`config.mk`:
```
export PLATFORM = sky130hd
export DESIGN_NAME = l3_output_serializer_flat
export DESIGN_NICKNAME = d
export VERILOG_FILES = /design/src/rtl/l3_output_serializer_if.sv /design/src/rtl/l3_output_serializer.sv /design/src/flat_wrapper.sv
export SDC_FILE = /design/constraint.sdc
export NUM_CORES = 1
export LEC_CHECK = 0
export ABC_AREA = 1
export CAP_MARGIN = 10
export CORE_ASPECT_RATIO = 0.9
export CORE_MARGIN = 2
export CORE_UTILIZATION = 52
export CTS_BUF_LIST = sky130_fd_sc_hd__clkbuf_4
export DETAILED_ROUTE_END_ITERATION = 6
export GPL_ROUTABILITY_DRIVEN = 0
export PLACE_DENSITY = 0.79
export REMOVE_ABC_BUFFERS = 1
export SLEW_MARGIN = 10
export SYNTH_ARGS = -nofsm -noshare
export SYNTH_HDL_FRONTEND = slang
export SYNTH_SLANG_ARGS = --single-unit
```
`constraint.sdc`:
```
create_clock -name clk -period 5.6 [get_ports clk]
set_input_delay 1.12 -clock clk [delete_from_list [all_inputs] [get_ports clk]]
set_output_delay 1.12 -clock clk [all_outputs]
set_load 0.01 [all_outputs]
```
`src/rtl/l3_output_serializer_if.sv`:
```
// Block-side and serial-side signals of the L=3 output serializer.
interface l3_output_serializer_if #(
   parameter int IN_WIDTH  = 64,
   parameter int OUT_WIDTH = 32,
   parameter int DEPTH     = 4
);
   logic                   flush;
   logic                   blk_valid;
   logic                   blk_ready;
   logic [IN_WIDTH-1:0]    blk_d1;
   logic [IN_WIDTH-1:0]    blk_d2;
   logic [IN_WIDTH-1:0]    blk_d3;
   logic                   ser_valid;
   logic                   ser_ready;
   logic [OUT_WIDTH-1:0]   ser_data;
   logic                   ser_sat;
   logic [$clog2(DEPTH):0] level;

   modport master (
      input  flush, blk_valid, blk_d1, blk_d2, blk_d3, ser_ready,
      output blk_ready, ser_valid, ser_data, ser_sat, level
   );

   modport slave (
      output flush, blk_valid, blk_d1, blk_d2, blk_d3, ser_ready,
      input  blk_ready, ser_valid, ser_data, ser_sat, level
   );
endinterface

```
`src/rtl/l3_output_serializer.sv`:
```
// Buffers 3-sample FIR blocks and replays them as one rescaled sample per clock.
// Optional clamping instead of wrap when L3_SER_SATURATE_EN is defined.
module l3_output_serializer #(
   parameter int IN_WIDTH  = 64,
   parameter int OUT_WIDTH = 32,
   parameter int SHIFT     = 16,
   parameter int DEPTH     = 4
) (
   input  logic clk,
   input  logic reset_n,
   l3_output_serializer_if.master bus
);
   localparam int AW = $clog2(DEPTH);
   localparam int CW = AW + 1;

   typedef enum logic [1:0] {PH_D1 = 2'd0, PH_D2 = 2'd1, PH_D3 = 2'd2} phase_e;

   logic [3*IN_WIDTH-1:0]        mem_q [DEPTH];
   logic [AW-1:0]                wr_ptr_q, wr_ptr_d;
   logic [AW-1:0]                rd_ptr_q, rd_ptr_d;
   logic [CW-1:0]                count_q, count_d;
   phase_e                       phase_q, phase_d;
   logic                         ser_valid_q, ser_valid_d;
   logic [OUT_WIDTH-1:0]         ser_data_q, ser_data_d;
   logic                         ser_sat_q, ser_sat_d;

   logic                         push, load, pop;
   logic [3*IN_WIDTH-1:0]        head_blk;
   logic [IN_WIDTH-1:0]          head;
   logic signed [IN_WIDTH-1:0]   shifted;
   logic [OUT_WIDTH-1:0]         scaled;
   logic                         scaled_sat;

   // A pop in the same cycle does not free a slot: ready looks only at count_q.
   assign bus.blk_ready = (count_q != CW'(DEPTH));
   assign push          = bus.blk_valid && bus.blk_ready;
   assign load          = (!ser_valid_q || bus.ser_ready) && (count_q != '0);
   assign pop           = load && (phase_q == PH_D3);

   assign head_blk = mem_q[rd_ptr_q];

   always_comb begin
      head = head_blk[IN_WIDTH-1:0];
      case (phase_q)
         PH_D2:   head = head_blk[2*IN_WIDTH-1:IN_WIDTH];
         PH_D3:   head = head_blk[3*IN_WIDTH-1:2*IN_WIDTH];
         default: head = head_blk[IN_WIDTH-1:0];
      endcase
   end

   assign shifted = $signed(head) >>> SHIFT;

`ifdef L3_SER_SATURATE_EN
   logic in_range;
   // In range when every bit above the output sign bit matches it.
   assign in_range = (shifted[IN_WIDTH-1:OUT_WIDTH-1] ==
                      {(IN_WIDTH-OUT_WIDTH+1){shifted[IN_WIDTH-1]}});

   always_comb begin
      scaled     = shifted[OUT_WIDTH-1:0];
      scaled_sat = 1'b0;
      if (!in_range) begin
         scaled_sat = 1'b1;
         scaled     = shifted[IN_WIDTH-1] ? {1'b1, {(OUT_WIDTH-1){1'b0}}}
                                          : {1'b0, {(OUT_WIDTH-1){1'b1}}};
      end
   end
`else
   logic unused_shift_hi;
   assign unused_shift_hi = ^shifted[IN_WIDTH-1:OUT_WIDTH];
   assign scaled          = shifted[OUT_WIDTH-1:0];
   assign scaled_sat      = 1'b0;
`endif

   always_comb begin
      wr_ptr_d    = wr_ptr_q;
      rd_ptr_d    = rd_ptr_q;
      count_d     = count_q;
      phase_d     = phase_q;
      ser_valid_d = ser_valid_q;
      ser_data_d  = ser_data_q;
      ser_sat_d   = ser_sat_q;

      if (bus.flush) begin
         wr_ptr_d    = '0;
         rd_ptr_d    = '0;
         count_d     = '0;
         phase_d     = PH_D1;
         ser_valid_d = 1'b0;
         ser_data_d  = '0;
         ser_sat_d   = 1'b0;
      end else begin
         if (push) begin
            wr_ptr_d = wr_ptr_q + AW'(1);
         end
         if (load) begin
            ser_valid_d = 1'b1;
            ser_data_d  = scaled;
            ser_sat_d   = scaled_sat;
            case (phase_q)
               PH_D1:   phase_d = PH_D2;
               PH_D2:   phase_d = PH_D3;
               default: phase_d = PH_D1;
            endcase
            if (pop) begin
               rd_ptr_d = rd_ptr_q + AW'(1);
            end
         end else if (!ser_valid_q || bus.ser_ready) begin
            ser_valid_d = 1'b0;
         end
         count_d = count_q + CW'(push) - CW'(pop);
      end
   end

   always_ff @(posedge clk or negedge reset_n) begin
      if (!reset_n) begin
         wr_ptr_q    <= '0;
         rd_ptr_q    <= '0;
         count_q     <= '0;
         phase_q     <= PH_D1;
         ser_valid_q <= 1'b0;
         ser_data_q  <= '0;
         ser_sat_q   <= 1'b0;
      end else begin
         wr_ptr_q    <= wr_ptr_d;
         rd_ptr_q    <= rd_ptr_d;
         count_q     <= count_d;
         phase_q     <= phase_d;
         ser_valid_q <= ser_valid_d;
         ser_data_q  <= ser_data_d;
         ser_sat_q   <= ser_sat_d;
      end
   end

   // Storage needs no reset: only entries below count_q are ever read.
   always_ff @(posedge clk) begin
      if (push && !bus.flush) begin
         mem_q[wr_ptr_q] <= {bus.blk_d3, bus.blk_d2, bus.blk_d1};
      end
   end

   assign bus.ser_valid = ser_valid_q;
   assign bus.ser_data  = ser_data_q;
   assign bus.ser_sat   = ser_sat_q;
   assign bus.level     = count_q;
endmodule

```
`src/flat_wrapper.sv`:
```
// flat-port wrapper written by rule: the top's interface ports become plain ports
module l3_output_serializer_flat 
#(
   parameter int IN_WIDTH  = 64,
   parameter int OUT_WIDTH = 32,
   parameter int SHIFT     = 16,
   parameter int DEPTH     = 4
)
  (clk, reset_n, bus_flush, bus_blk_valid, bus_blk_d1, bus_blk_d2, bus_blk_d3, bus_ser_ready, bus_blk_ready, bus_ser_valid, bus_ser_data, bus_ser_sat, bus_level);
  l3_output_serializer_if #(.IN_WIDTH(IN_WIDTH), .OUT_WIDTH(OUT_WIDTH), .DEPTH(DEPTH)) bus_i ();
  input  logic clk;
  input  logic reset_n;
  input wire logic [$bits(bus_i.flush)-1:0] bus_flush;
  input wire logic [$bits(bus_i.blk_valid)-1:0] bus_blk_valid;
  input wire logic [$bits(bus_i.blk_d1)-1:0] bus_blk_d1;
  input wire logic [$bits(bus_i.blk_d2)-1:0] bus_blk_d2;
  input wire logic [$bits(bus_i.blk_d3)-1:0] bus_blk_d3;
  input wire logic [$bits(bus_i.ser_ready)-1:0] bus_ser_ready;
  output wire logic [$bits(bus_i.blk_ready)-1:0] bus_blk_ready;
  output wire logic [$bits(bus_i.ser_valid)-1:0] bus_ser_valid;
  output wire logic [$bits(bus_i.ser_data)-1:0] bus_ser_data;
  output wire logic [$bits(bus_i.ser_sat)-1:0] bus_ser_sat;
  output wire logic [$bits(bus_i.level)-1:0] bus_level;
  assign bus_i.flush = bus_flush;
  assign bus_i.blk_valid = bus_blk_valid;
  assign bus_i.blk_d1 = bus_blk_d1;
  assign bus_i.blk_d2 = bus_blk_d2;
  assign bus_i.blk_d3 = bus_blk_d3;
  assign bus_i.ser_ready = bus_ser_ready;
  assign bus_blk_ready = bus_i.blk_ready;
  assign bus_ser_valid = bus_i.ser_valid;
  assign bus_ser_data = bus_i.ser_data;
  assign bus_ser_sat = bus_i.ser_sat;
  assign bus_level = bus_i.level;
  l3_output_serializer #(.IN_WIDTH(IN_WIDTH), .OUT_WIDTH(OUT_WIDTH), .SHIFT(SHIFT), .DEPTH(DEPTH)) u_core (.clk(clk), .reset_n(reset_n), .bus(bus_i));
endmodule
```
==> results of run 1 <==
routing by layer:
layer	vias to the layer above	global-route usage
li1	5650	-
met1	5565	0.2840
met2	433	0.3845
met3	71	0.05823
met4	8	0.07613
met5	-	0
flip-flops by register name, indices dropped and copies added (netlist names):
signal / count
u_core.bus.ser_data: 32
u_core.bus.level: 3
u_core.rd_ptr_q: 2
u_core.wr_ptr_q: 2
u_core.mem_q: 384
u_core.phase_q: 2
u_core.bus.ser_valid: 1
kinds of logic after synthesis:
logic type	after synthesis	synth area share
AO/OA/AOI/OAI	40	0.01147
AND/OR/NAND/NOR	859	0.2023
buffers and inverters	236	0.06106
adder cells (fa/ha/maj)	10	0.007552
other	1	0.0002135
XOR/XNOR	2	0.0009976
flip-flops	426	0.7164
power groups by stage:
stage | sequential, mW | combinational, mW | clock (mW)
after floorplan | 3.92 | 0.686 | 0
after global placement | 3.87 | 1.28 | 0
after detailed placement | 3.88 | 1.32 | 0
after CTS | 3.82 | 1.32 | 2.58
after global routing | 3.84 | 1.46 | 2.75
final | 3.82 | 1.31 | 2.53
metrics by stage:
stage	total power, mW	cells
after floorplan	4.606	1488
after global placement	5.150	2059
after detailed placement	5.200	2059
after CTS	7.722	2248
after global routing	8.048	2250
final	7.661	2252
final timing paths:
kind | start | end | slack (ns) | depth (start not counted)
setup / recovery | u_core.rd_ptr_q[0] | u_core.bus.ser_data[19] | 2.31 | 9
hold / removal | u_core.bus.ser_data[28] | u_core.bus.ser_data[28] | 0.48 | 2
setup reg to reg | u_core.rd_ptr_q[0] | u_core.bus.ser_data[19] | 2.31 | 9
hold reg to reg | u_core.bus.ser_data[28] | u_core.bus.ser_data[28] | 0.48 | 2
max in group asynchronous | reset_n | u_core.rd_ptr_q[1] | 4.48 | 2
min in group asynchronous | reset_n | u_core.bus.ser_data[22] | 0.51 | 2
worst reg2reg max path, stage by stage, from the launching register on:
cell     delay, ns
dfrtp_4       0.85
inv_6         0.98
buf_4         0.71
nand2_1       0.12
nand3_1       0.12
nand2_1       0.10
nand2_1       0.07
nand3_1       0.09
nand2_1       0.10
nand2_1       0.05
cell type report:
cell class | count | share of cell area
flip-flops and latches | 426 | 0.6139
inverters | 150 | 0.02782
clock buffers | 160 | 0.05857
clock inverters | 29 | 0.006833
well taps | 422 | 0.02575
multi-input cells | 912 | 0.1926
diodes | 4 | 0.0004881
repair buffers | 149 | 0.07407
Yosys cell counts:
cell type	count
nor2_1	10
buf_6	12
inv_4	1
inv_2	2
fa_1	1
dfrtp_1	42
o21ai_0	7
buf_2	36
edfxtp_1	384
clkbuf_1	19
inv_1	147
nand3_1	260
a31oi_1	1
nand2_1	588
xnor2_1	1
conb_1	1
xor2_1	1
nand4_1	1
buf_1	6
buf_4	13
ha_1	9
a21oi_1	32
placed cells by master, fill, tap and decap left out, types with 2 or more instances in the layout:
| cell type | synthesis | layout |
|---|---|---|
| clkinv_2 | 0 | 4 |
| nand2_1 | 588 | 588 |
| dfrtp_1 | 42 | 40 |
| nor2_1 | 10 | 6 |
| clkinv_1 | 0 | 20 |
| clkbuf_4 | 0 | 160 |
| edfxtp_1 | 384 | 384 |
| nor2_4 | 0 | 4 |
| ha_2 | 0 | 3 |
| nand3_1 | 260 | 259 |
| o21ai_0 | 7 | 7 |
| buf_12 | 0 | 5 |
| diode_2 | 0 | 4 |
| clkdlybuf4s50_1 | 0 | 136 |
| a21oi_1 | 32 | 32 |
| inv_1 | 147 | 145 |
| ha_1 | 9 | 6 |
| buf_4 | 13 | 7 |
| dfrtp_4 | 0 | 2 |
| inv_2 | 2 | 7 |
==> results_dict.tcl, run 1 <==
set metrics [dict create \
    first_pass_iters 5 \
    numClockSinks 426 \
    crit_type "flop to flop" \
    avgRoutedWirePerCell_um 17.41 \
    grtUsageTotal 0.2261 \
    initial_core_util 0.5305 \
    yosys.area.top_type_share 0.6566 \
    multi_input_area_mm2 0.003950 \
    dp_slack_ns 2.006 \
    cp_max_fo 141 \
    post_cts_buffers 0 \
    met2WireLength_um 19220 \
    p_leak_nw 8.227 \
    core-area_mm2 0.03311 \
    clock_path_buffers 3 \
    final_nets 1947 \
    cts_tree "built" \
    timing.hold.ws_ns 0.4830 \
    ctsHoldBuffers 0 \
    ant_nets 0 \
    start_kind "flop" \
    cts_htree_levels 3 \
    antenna_found_initial 8 \
    power.net_switching_mw 2.160 \
    ios 235 \
    critPathMaxStageDelay_ns 0.95 \
    dr_wl_met3_um 3474 \
    fin_util 0.6195 \
    yosysTopAreaCell "edfxtp_1" \
    grt_pass1_vias 11610 \
    tns_ns 0 \
    critPathCaptureType "flop" \
    layout_setup_ws_ns 2.315 \
    status "finished clean" \
    root_buffer "clkbuf_4" \
    p_clk_frac 0.331 \
    hold_viol 0 \
    areaGrowthSynthToFinish_pct 16.78 \
    port_buffers 137 \
    top_layer_used "met5" \
    num-fill-cells 2607 \
    hp-class "flop to flop" \
    syn_area_per_cell_um2 11.16 \
    arrival_ns 3.93 \
    crit_path_top_delay_cell "inv_6" \
    crit_top_cell "nand2_1" \
    path_cells "inv_6, buf_4, nand2_1, nand3_1, nand2_1, nand2_1, nand3_1, nand2_1, nand2_1" \
    p_seq_frac 0.498 \
    sw_frac_of_total 0.2820 \
    wirelength_um 39220 \
    syn_inst 1574 \
    min_period_ns 3.285 \
    drv_slew 0 \
    p_int_mw 5.501 \
    grt_overflow_total 0 \
    relSlewSlack 0.2614 \
    max_cap_viol_count 0 \
    cts_resized 0 \
    die_h_um 178.3 \
    drc 0 \
    fp-row-count 63 \
    drt_iter0_markers 816 \
    yosys.cell_types.count 22 \
    cts_buffers 101 \
    power_density_mw_per_mm2 373.5 \
    die_w_um 197.7 \
    min_period_over_period 0.5866 \
    viasPerCell 5.207 \
    die_area_mm2 0.03526 \
    critical-path-top-delay-family "buffers and inverters" \
    clock_latency_ns 0.75 \
    worst_pin_slew_ns 1.108 \
    clk_pin_slew_ns 0.07 \
    ys_seq_area_frac 0.7164 \
    setup_violations 0 \
    worst-path-buf-inv 2 \
    fmax_mhz 304.4 \
    synth_area_leaders "edfxtp_1 66%, nand2_1 13%, nand3_1 7.4%, dfrtp_1 6.0%, inv_1 3.1%" \
    grt_max_degree 142 \
    fin_area_mm2 0.02051 \
    dr_total_vias 11730 \
    comb_power_share 0.171 \
    regArea_mm2 0.01259 \
    synth_seq_cells 426 \
    drive_above_1_share 0.1079 \
    rsz0062_at_grt "false" \
    skew_ns 0.05228 \
    grt_pass1_wl_um 60390 \
    yosysWarnings 0 \
    ir_drop_v 0.0001961 \
    dp_hpwl_um 20230 \
    netlist_area_mm2 0.01756 \
    m1WireLength_um 15760 \
    place_area_mm2 0.01916 \
    crit_required_ns 6.24 \
]
Note: power is estimated with default switching activity, not from simulation.
==> run 2, diff against run 1 <==
--- a/config.mk
+++ b/config.mk
@@ -9,11 +9,11 @@
 export CAP_MARGIN = 10
 export CORE_ASPECT_RATIO = 0.9
 export CORE_MARGIN = 2
-export CORE_UTILIZATION = 52
+export CORE_UTILIZATION = 57
 export CTS_BUF_LIST = sky130_fd_sc_hd__clkbuf_4
 export DETAILED_ROUTE_END_ITERATION = 6
 export GPL_ROUTABILITY_DRIVEN = 0
-export PLACE_DENSITY = 0.79
+export PLACE_DENSITY = 0.82
 export REMOVE_ABC_BUFFERS = 1
 export SLEW_MARGIN = 10
 export SYNTH_ARGS = -nofsm -noshare
==> constraint.sdc (replaced) <==
create_clock -name clk -period 3.1 [get_ports clk]
set_input_delay 0.62 -clock clk [delete_from_list [all_inputs] [get_ports clk]]
set_output_delay 0.62 -clock clk [all_outputs]
set_load 0.01 [all_outputs]
==> run 2 against run 1 <==
Compared with the run above: core utilization is 6.6 points higher; total power grew 79%; die area fell by 8.6%; clock-buffer cell count down 13; register-to-register slack worse by 1.4 ns; clock power up 74%; combinational power increased by 91%; routed wire length is 0.88% higher.
==> results_dict.tcl, run 2 (synthesis gave the netlist of run 1 again) <==
set metrics [dict create \
    critPathCaptureType "output port" \
    areaGrowthSynthToFinish_pct 17.56 \
    ir_drop_v 0.0004797 \
    cts_buffers 102 \
    ant_nets 0 \
    skew_ns 0.05690 \
    setup_violations 0 \
    dp_hpwl_um 21580 \
    fin_area_mm2 0.02065 \
    place_area_mm2 0.01933 \
    cts_htree_levels 3 \
    die_h_um 170.5 \
    grt_busiest_layer "met2" \
    grt_pass1_wl_um 61190 \
    num-fill-cells 2086 \
    relSlewSlack 0.2854 \
    grt_pass1_vias 11950 \
    drc 0 \
    drive_above_1_share 0.1097 \
    die_w_um 189.0 \
    drt_iter0_markers 1129 \
    status "finished clean" \
    first_pass_iters 7 \
    die_area_mm2 0.03223 \
    crit_required_ns 2.48 \
    gr-usage-met2 0.4036 \
    hp-class "input pin to asynchronous set/reset pin" \
    numClockSinks 426 \
    use_met3 0.06010 \
    arrival_ns 1.84 \
    clock_path_buffers 3 \
    grt_use_met1 0.3173 \
    power_density_mw_per_mm2 665.7 \
    clock_latency_ns 0.75 \
    ios 235 \
    avgRoutedWirePerCell_um 17.57 \
    hold_viol 0 \
    start_kind "flop" \
    layout_common_cells "588 x nand2_1, 384 x edfxtp_1, 259 x nand3_1" \
    wirelength_um 39560 \
    layout_setup_ws_ns 0.6373 \
    tns_ns 0 \
    final_nets 1965 \
    min_period_ns 2.463 \
    crit_type "flop to output port" \
    antenna_found_initial 5 \
    max_cap_viol_count 0 \
    dr_total_vias 12050 \
    fin_total_pwr_mw 13.74 \
    drv_slew 0 \
    port_buffers 137 \
    crit_path_top_delay_cell "clkdlybuf4s50_1" \
    cts_tree "built" \
    largest_reg_flops 384 \
    initial_core_util 0.5834 \
    grt_overflow_total 0 \
    min_period_over_period 0.7944 \
    cp_max_fo 5 \
    grtUsageTotal 0.2470 \
    rsz0062_at_grt "false" \
    clk_pin_slew_ns 0.07 \
    dp_slack_ns 0.3431 \
    grt_max_degree 194 \
    core-area_mm2 0.03010 \
    worst_pin_slew_ns 1.072 \
    critPathMaxStageDelay_ns 0.53 \
    post_cts_buffers 0 \
    viasPerCell 5.355 \
    fp-row-count 60 \
    root_buffer "clkbuf_4" \
    regMostFlops "u_core.mem_q" \
    final_common_cell "nand2_1" \
    p_leak_nw 8.288 \
    path_cells "nor2_1, nand2_1, clkdlybuf4s50_1" \
    fmax_mhz 406.1 \
]
-- run 2: layout make-up --
type	instances	area [um2]	share of cell area
Clock inverter	41	188.9	0.009151
Timing Repair Buffer	166	1724	0.08351
Multi-Input combinational cell	912	3950	0.1913
Inverter	150	570.5	0.02763
Tap cell	403	504.2	0.02442
Sequential cell	426	12590	0.6098
Antenna cell	6	15.01	0.0007272
Clock buffer	147	1104	0.05345
-- run 2: what timing repair did --
item | 4_1_cts | 5_1_grt
hold endpoints to repair | 23 | 0
hold buffers | 1 | 0
resized for setup | 0 | 0
-- run 2: metal layers --
metal,wire length [um],part of all wire
met3,3385,0.086
met1,16070,0.41
met2,19140,0.48
met5,11,0.00028
met4,949,0.024
-- run 2: final timing paths --
check | from | endpoint | slack [ns] | cells past startpoint
worst max register to register | u_core.phase_q[0] | u_core.bus.level[2] | 0.93 | 11
worst min-delay path | reset_n | u_core.bus.ser_data[26] | 0.45 | 2
worst max-delay path | u_core.bus.level[1] | bus_blk_ready | 0.64 | 3
min in group clk | u_core.bus.ser_data[30] | u_core.bus.ser_data[30] | 0.48 | 2
max in group asynchronous | reset_n | u_core.bus.ser_data[12] | 1.97 | 3
worst min register to register | u_core.bus.ser_data[30] | u_core.bus.ser_data[30] | 0.48 | 2
-- run 2: where the power goes --
group / total, mW / internal [mW] / switching (mW)
clock network: 4.40 / 2.21 / 2.19
registers: 6.84 / 6.70 / 0.143
logic: 2.50 / 0.853 / 1.65
total: 13.7 / 9.76 / 3.98
-- run 2: critical path, delay by kind of cell, from the launching register on --
| kind | cells | cell delay [ns] |
|---|---|---|
| buffers and inverters | 1 | 0.53 |
| flip-flops | 1 | 0.44 |
| AND/OR/NAND/NOR | 2 | 0.13 |
-- run 2: stage by stage --
step / instances / utilization / hold slack (ns)
finish: 2251 / 0.6858 / 0.4487
global route: 2249 / 0.6857 / 0.4599
global placement: 2056 / 0.6421 / 0.4643
floorplan: 1488 / - / 0.3244
CTS: 2245 / 0.6853 / 0.4541
detailed placement: 2056 / 0.6421 / 0.4642
==> RTL edit 1, RTL diff (config.mk and constraints of run 2) <==
Build with the macro `L3_SER_SATURATE_EN` defined.
--- a/src/rtl/l3_output_serializer.sv
+++ b/src/rtl/l3_output_serializer.sv
@@ -1,4 +1,6 @@
 // Buffers 3-sample FIR blocks and replays them as one rescaled sample per clock.
 // Optional clamping instead of wrap when L3_SER_SATURATE_EN is defined.
+`define L3_SER_SATURATE_EN
+
 module l3_output_serializer #(
    parameter int IN_WIDTH  = 64,
Behaviour: not the same (Yosys sat finds a counterexample within 4 cycles, from zero or initial values and one cycle with reset_n low).
==> RTL edit 1 against run 2 <==
Clock skew shrank 0.015 ns. Routed wire length grew 55%. Sequential cell count grew 193. Global-route usage grew 2.1 points. Design area grew 45%. Die area grew 43%. Total power grew 56%. Area after synthesis grew 45%. Synthesized cell count grew 39%. Setup slack lost 0.35 ns. Critical path type is now flip-flop to flip-flop. Largest cell class unchanged. Largest power group unchanged.
==> RTL edit 1: results (changes against run 2) <==
The number of buffers inserted during clock tree synthesis was 154 (was 102); the worst ir drop on vdd was 508 uV (was 480 uV). The port buffer count is 186 (was 137). Cell type of the slowest stage on the worst timing path: sky130_fd_sc_hd__ha_2 (was sky130_fd_sc_hd__clkdlybuf4s50_1). Clock latency of the later-clocked register in the worst-skew pair: 0.88 ns (was 0.75 ns). The routed wire length is 61100 um (was 39600 um), and the routed length per instance is 19.3 um (was 17.6 um).

The run finished with clean final reports. Ranking of synthesized cells by area: sky130_fd_sc_hd__edfxtp_1 (68%), sky130_fd_sc_hd__nand2_1 (10%), sky130_fd_sc_hd__nand3_1 (6.4%) (was sky130_fd_sc_hd__edfxtp_1 (66%), sky130_fd_sc_hd__nand2_1 (13%), sky130_fd_sc_hd__nand3_1 (7.4%)). The share of final-layout standard cells stronger than drive strength 1 came out at 12.6% (was 11.0%). Worst setup timing slack at the placement stage: 0.165 ns (was 0.343 ns).

The startpoint of the worst setup timing path was u_core.phase_q[0]$_DFFE_PN0P_ (was u_core.bus.level[1]$_DFF_PN0_). The run gives 4 (was 3) as the H-tree depth. The xor-xnor portion of the synthesized cell area was 0% (was 0.0997%); the mean area per synthesized cell was 11.6 um2 (was 11.2 um2). The share of flip-flops with an asynchronous set or reset after synthesis works out to 6.95% (was 9.86%).

First-iteration detailed-routing DRC count: 1923 (was 1129). The fraction of the yosys area taken by sequential cells was 72.4% (was 71.6%); the first-pass GRT wire length was 94000 um (was 61200 um). Family of cells with the greatest summed delay on the critical path: simple AND/OR/NAND/NOR gates (was buffers and inverters). The fraction of the mapped netlist area in adder cells works out to 0.522% (was 0.755%). Most used standard cells in the synthesized netlist: sky130_fd_sc_hd__nand2_1 (700), sky130_fd_sc_hd__edfxtp_1 (576), sky130_fd_sc_hd__nand3_1 (325) (was sky130_fd_sc_hd__nand2_1 (588), sky130_fd_sc_hd__edfxtp_1 (384), sky130_fd_sc_hd__nand3_1 (260)).

The half-perimeter wire length after placement was 33600 um (was 21600 um); the area growth from synthesis to layout was 17.9% (was 17.6%). The tools report the total placed instance area as 27900 um2 (was 19300 um2). The delay of the slowest cell on the worst path is 0.66 ns (was 0.53 ns). The tools report the data required time of the critical path as 3.84 ns (was 2.48 ns).

The iteration count of the initial detailed-routing pass is 6 (was 7), and the via count of the first global-routing pass is 18000 (was 12000). The vias per cell was 5.65 (was 5.35). Compound-cell area share of the yosys netlist: 4.36% (was 1.15%). The number of enable-type register cells in the synthesized netlist was 576 (was 384); the clock skew after layout was 0.0419 ns (was 0.0569 ns). The run gives 10 (was 5) as the initial antenna violation count.

Flip-flop count of the largest register after layout: 576 (was 384).
RTL edit 1: what timing repair did:
item / CTS / global route
hold endpoints to repair: 17 / 0
setup endpoints to repair: 0 / 0
resized for setup: 0 / 0
hold buffers: 1 / 0
setup buffers: 0 / 0
RTL edit 1: worst paths after layout:
| kind | cells after the start | to | slack, ns |
|---|---|---|---|
| max | 14 | u_core.bus.ser_data[15]$_DFFE_PN0P_ | 0.29 |
| max in group asynchronous | 3 | u_core.rd_ptr_q[0]$_DFFE_PN0P_ | 2.08 |
| min | 2 | u_core.bus.ser_data[24]$_DFFE_PN0P_ | 0.29 |
| min in group clk | 1 | u_core.mem_q[1][153]$_DFFE_PP_ | 0.37 |
| max reg2reg | 14 | u_core.bus.ser_data[15]$_DFFE_PN0P_ | 0.29 |
| min reg2reg | 2 | u_core.bus.ser_data[30]$_DFFE_PN0P_ | 0.49 |
RTL edit 1: power by group through the flow:
| stage | clock network, mW | logic, mW | registers (mW) |
|---|---|---|---|
| 2_1_floorplan | 0 | 2.20 | 10.5 |
| 3_3_place_gp | 0 | 4.31 | 10.3 |
| 3_5_place_dp | 0 | 4.44 | 10.3 |
| 4_1_cts | 6.87 | 4.47 | 10.1 |
| 5_1_grt | 7.31 | 4.90 | 10.2 |
| 6_report | 6.76 | 4.51 | 10.2 |
RTL edit 1: final cells by class:
cell class              instances  area share [%]
inverters                      89            1.16
diodes                         11          0.0920
multi-input cells            1339            20.1
clock buffers                 231            5.80
well taps                     600            2.51
repair buffers                233            8.19
clock inverters                39           0.774
flip-flops and latches        619            61.4
RTL edit 1: layer usage:
layer  track usage [%]  vias up  part of all wire (%)
met3              6.43      131                   9.1
met1              34.0     8633                    39
met4              12.6        2                   2.7
met5                 0        -                 0.020
met2              43.9      905                    49
li1                  -     8197                     -
==> RTL edit 2, RTL diff (settings of run 2) <==
Without the edit above. Take the reset off `ser_data_q` and load it in a clocked block of its own.
--- a/src/rtl/l3_output_serializer.sv
+++ b/src/rtl/l3_output_serializer.sv
@@ -120,5 +120,4 @@
          phase_q     <= PH_D1;
          ser_valid_q <= 1'b0;
-         ser_data_q  <= '0;
          ser_sat_q   <= 1'b0;
       end else begin
@@ -128,7 +127,10 @@
          phase_q     <= phase_d;
          ser_valid_q <= ser_valid_d;
-         ser_data_q  <= ser_data_d;
          ser_sat_q   <= ser_sat_d;
       end
+   end
+
+   always_ff @(posedge clk) begin
+      ser_data_q <= ser_data_d;
    end
 
Behaviour: differs if reset_n is asserted again (counterexample within 4 cycles, from zero or initial values and one cycle with reset_n low); with reset_n held inactive, the same outputs for 4 cycles.
==> RTL edit 2 against run 2 <==
Via count increased by 4.0%. Hold slack got worse by 0.25 ns. Sequential cell count stayed put. Fmax is 1.9% lower. Count of clock-buffer cells in the layout increased by 24. Area after synthesis increased by 2.8%. Routed wire length rose by 2.1%. Setup slack lost 0.048 ns. Total power is 7.8% higher. Design area rose by 2.8%. Utilization shrank 0.28 points. Critical path type unchanged.
==> RTL edit 2: results (changes against run 2) <==
The non-clock buffer instance count of the final layout is 161 (was 166). The leakage power came out at 9.06 nW (was 8.29 nW). For the iteration count of the initial detailed-routing pass, the log shows 5 (was 7). The combined global-route utilization of all metal layers is 24.8% (was 24.7%), and the routing usage on met2 is 42.4% (was 40.4%). The worst ir drop on vdd is 468 uV (was 480 uV). The layout inverter count without the clock tree came out at 312 (was 150). The run finished with clean final reports. The clock skew after layout was 0.0315 ns (was 0.0569 ns); the layout clock buffer count was 171 (was 147). Ranking of synthesized cells by area: sky130_fd_sc_hd__edfxtp_1 (64%), sky130_fd_sc_hd__nand2_1 (12%), sky130_fd_sc_hd__nand3_1 (8.2%) (was sky130_fd_sc_hd__edfxtp_1 (66%), sky130_fd_sc_hd__nand2_1 (13%), sky130_fd_sc_hd__nand3_1 (7.4%)). The initial antenna violation count is 9 (was 5), and the mean area per synthesized cell is 10.4 um2 (was 11.2 um2). The tools report the die area as 33100 um2 (was 32200 um2).

The delay of the slowest cell on the worst path was 0.55 ns (was 0.53 ns); the count of unique library cells instantiated by Yosys was 25 (was 22). The tools report the total placed instance area as 19800 um2 (was 19300 um2). The met1 capacity usage during global routing is 29.8% (was 31.7%), and the number of diodes is 7 (was 6). The met3 demand-to-capacity share in global routing is 5.80% (was 6.01%).

The count of vias placed by the detailed router is 12500 (was 12100). The area occupied by multi-input gates is 3950 um2 (about the same). The routed wire length came out at 40400 um (was 39600 um). The proportion of cell area occupied by multi-input gates came out at 18.6% (was 19.1%).

The worst slew slack as a fraction of its limit was 29.4% (was 28.5%); the number of fill cells in the layout was 2191 (was 2086). The logs give 63500 um (was 61200 um) for the first-pass GRT wire length and 21900 um (was 21600 um) for the half-perimeter wire length after placement. The worst setup timing slack at the placement stage was 0.328 ns (was 0.343 ns).

The data arrival time of the critical path is 1.89 ns (was 1.84 ns). For the number of nets at the end of the flow, the log shows 2121 (was 1965). The total placed cells including tap cells is 2220 (was 2056). The share of flip-flops with an asynchronous set or reset after synthesis is 2.35% (was 9.86%).

The final-layout non-clock buffer area share came out at 8.37% (was 8.35%). The tools report the number of buffers inserted during clock tree synthesis as 101 (was 102). Cell depth of the worst flop-to-flop path: 11 (unchanged). The switching power share of the total was 29.6% (was 29.0%). The run gives 12400 um2 (was 12600 um2) as the footprint of the flip-flops and latches. The maximum net fanout on the critical path is 4 (was 5). The first-iteration detailed-routing DRC count came out at 1051 (was 1129).
[RTL edit 2: cell count changes in the layout (fill, tap and decap cells not counted), moves of 7 or more]
cell,delta
sky130_fd_sc_hd__dfxtp_1,+32
sky130_fd_sc_hd__buf_12,+7
sky130_fd_sc_hd__inv_1,+156
sky130_fd_sc_hd__nand3_1,+35
sky130_fd_sc_hd__dfrtp_1,-32
sky130_fd_sc_hd__clkbuf_4,+24
sky130_fd_sc_hd__buf_4,-11
sky130_fd_sc_hd__a21oi_1,-32
sky130_fd_sc_hd__clkinv_1,-13
[RTL edit 2: metal layers]
layer | vias to the layer above | wire, um
li1 | 5998 | -
met2 | 504 | 20600
met3 | 91 | 3040
met4 | 2 | 1010
met5 | - | 11
met1 | 5944 | 15700
[RTL edit 2: power groups by stage]
stage          combinational (mW)  clock (mW)  sequential (mW)
6_report                     3.22        4.60             6.99
5_1_grt                      3.58        4.97             7.03
4_1_cts                      3.24        4.70             6.99
3_5_place_dp                 3.23           0             7.10
3_3_place_gp                 3.12           0             7.08
2_1_floorplan                1.57           0             7.26
[RTL edit 2: logic make-up (layout without fill, tap and decap cells)]
kind of cell / Yosys count / count (layout) / synth area share, %
other: 1 / 8 / 0.0208
AO/OA/AOI/OAI: 6 / 6 / 0.194
adder cells (fa/ha/maj): 10 / 10 / 0.735
XOR/XNOR: 1 / 1 / 0.0485
buffers and inverters: 398 / 661 / 9.48
flip-flops: 426 / 426 / 68.8
AND/OR/NAND/NOR: 894 / 894 / 20.7
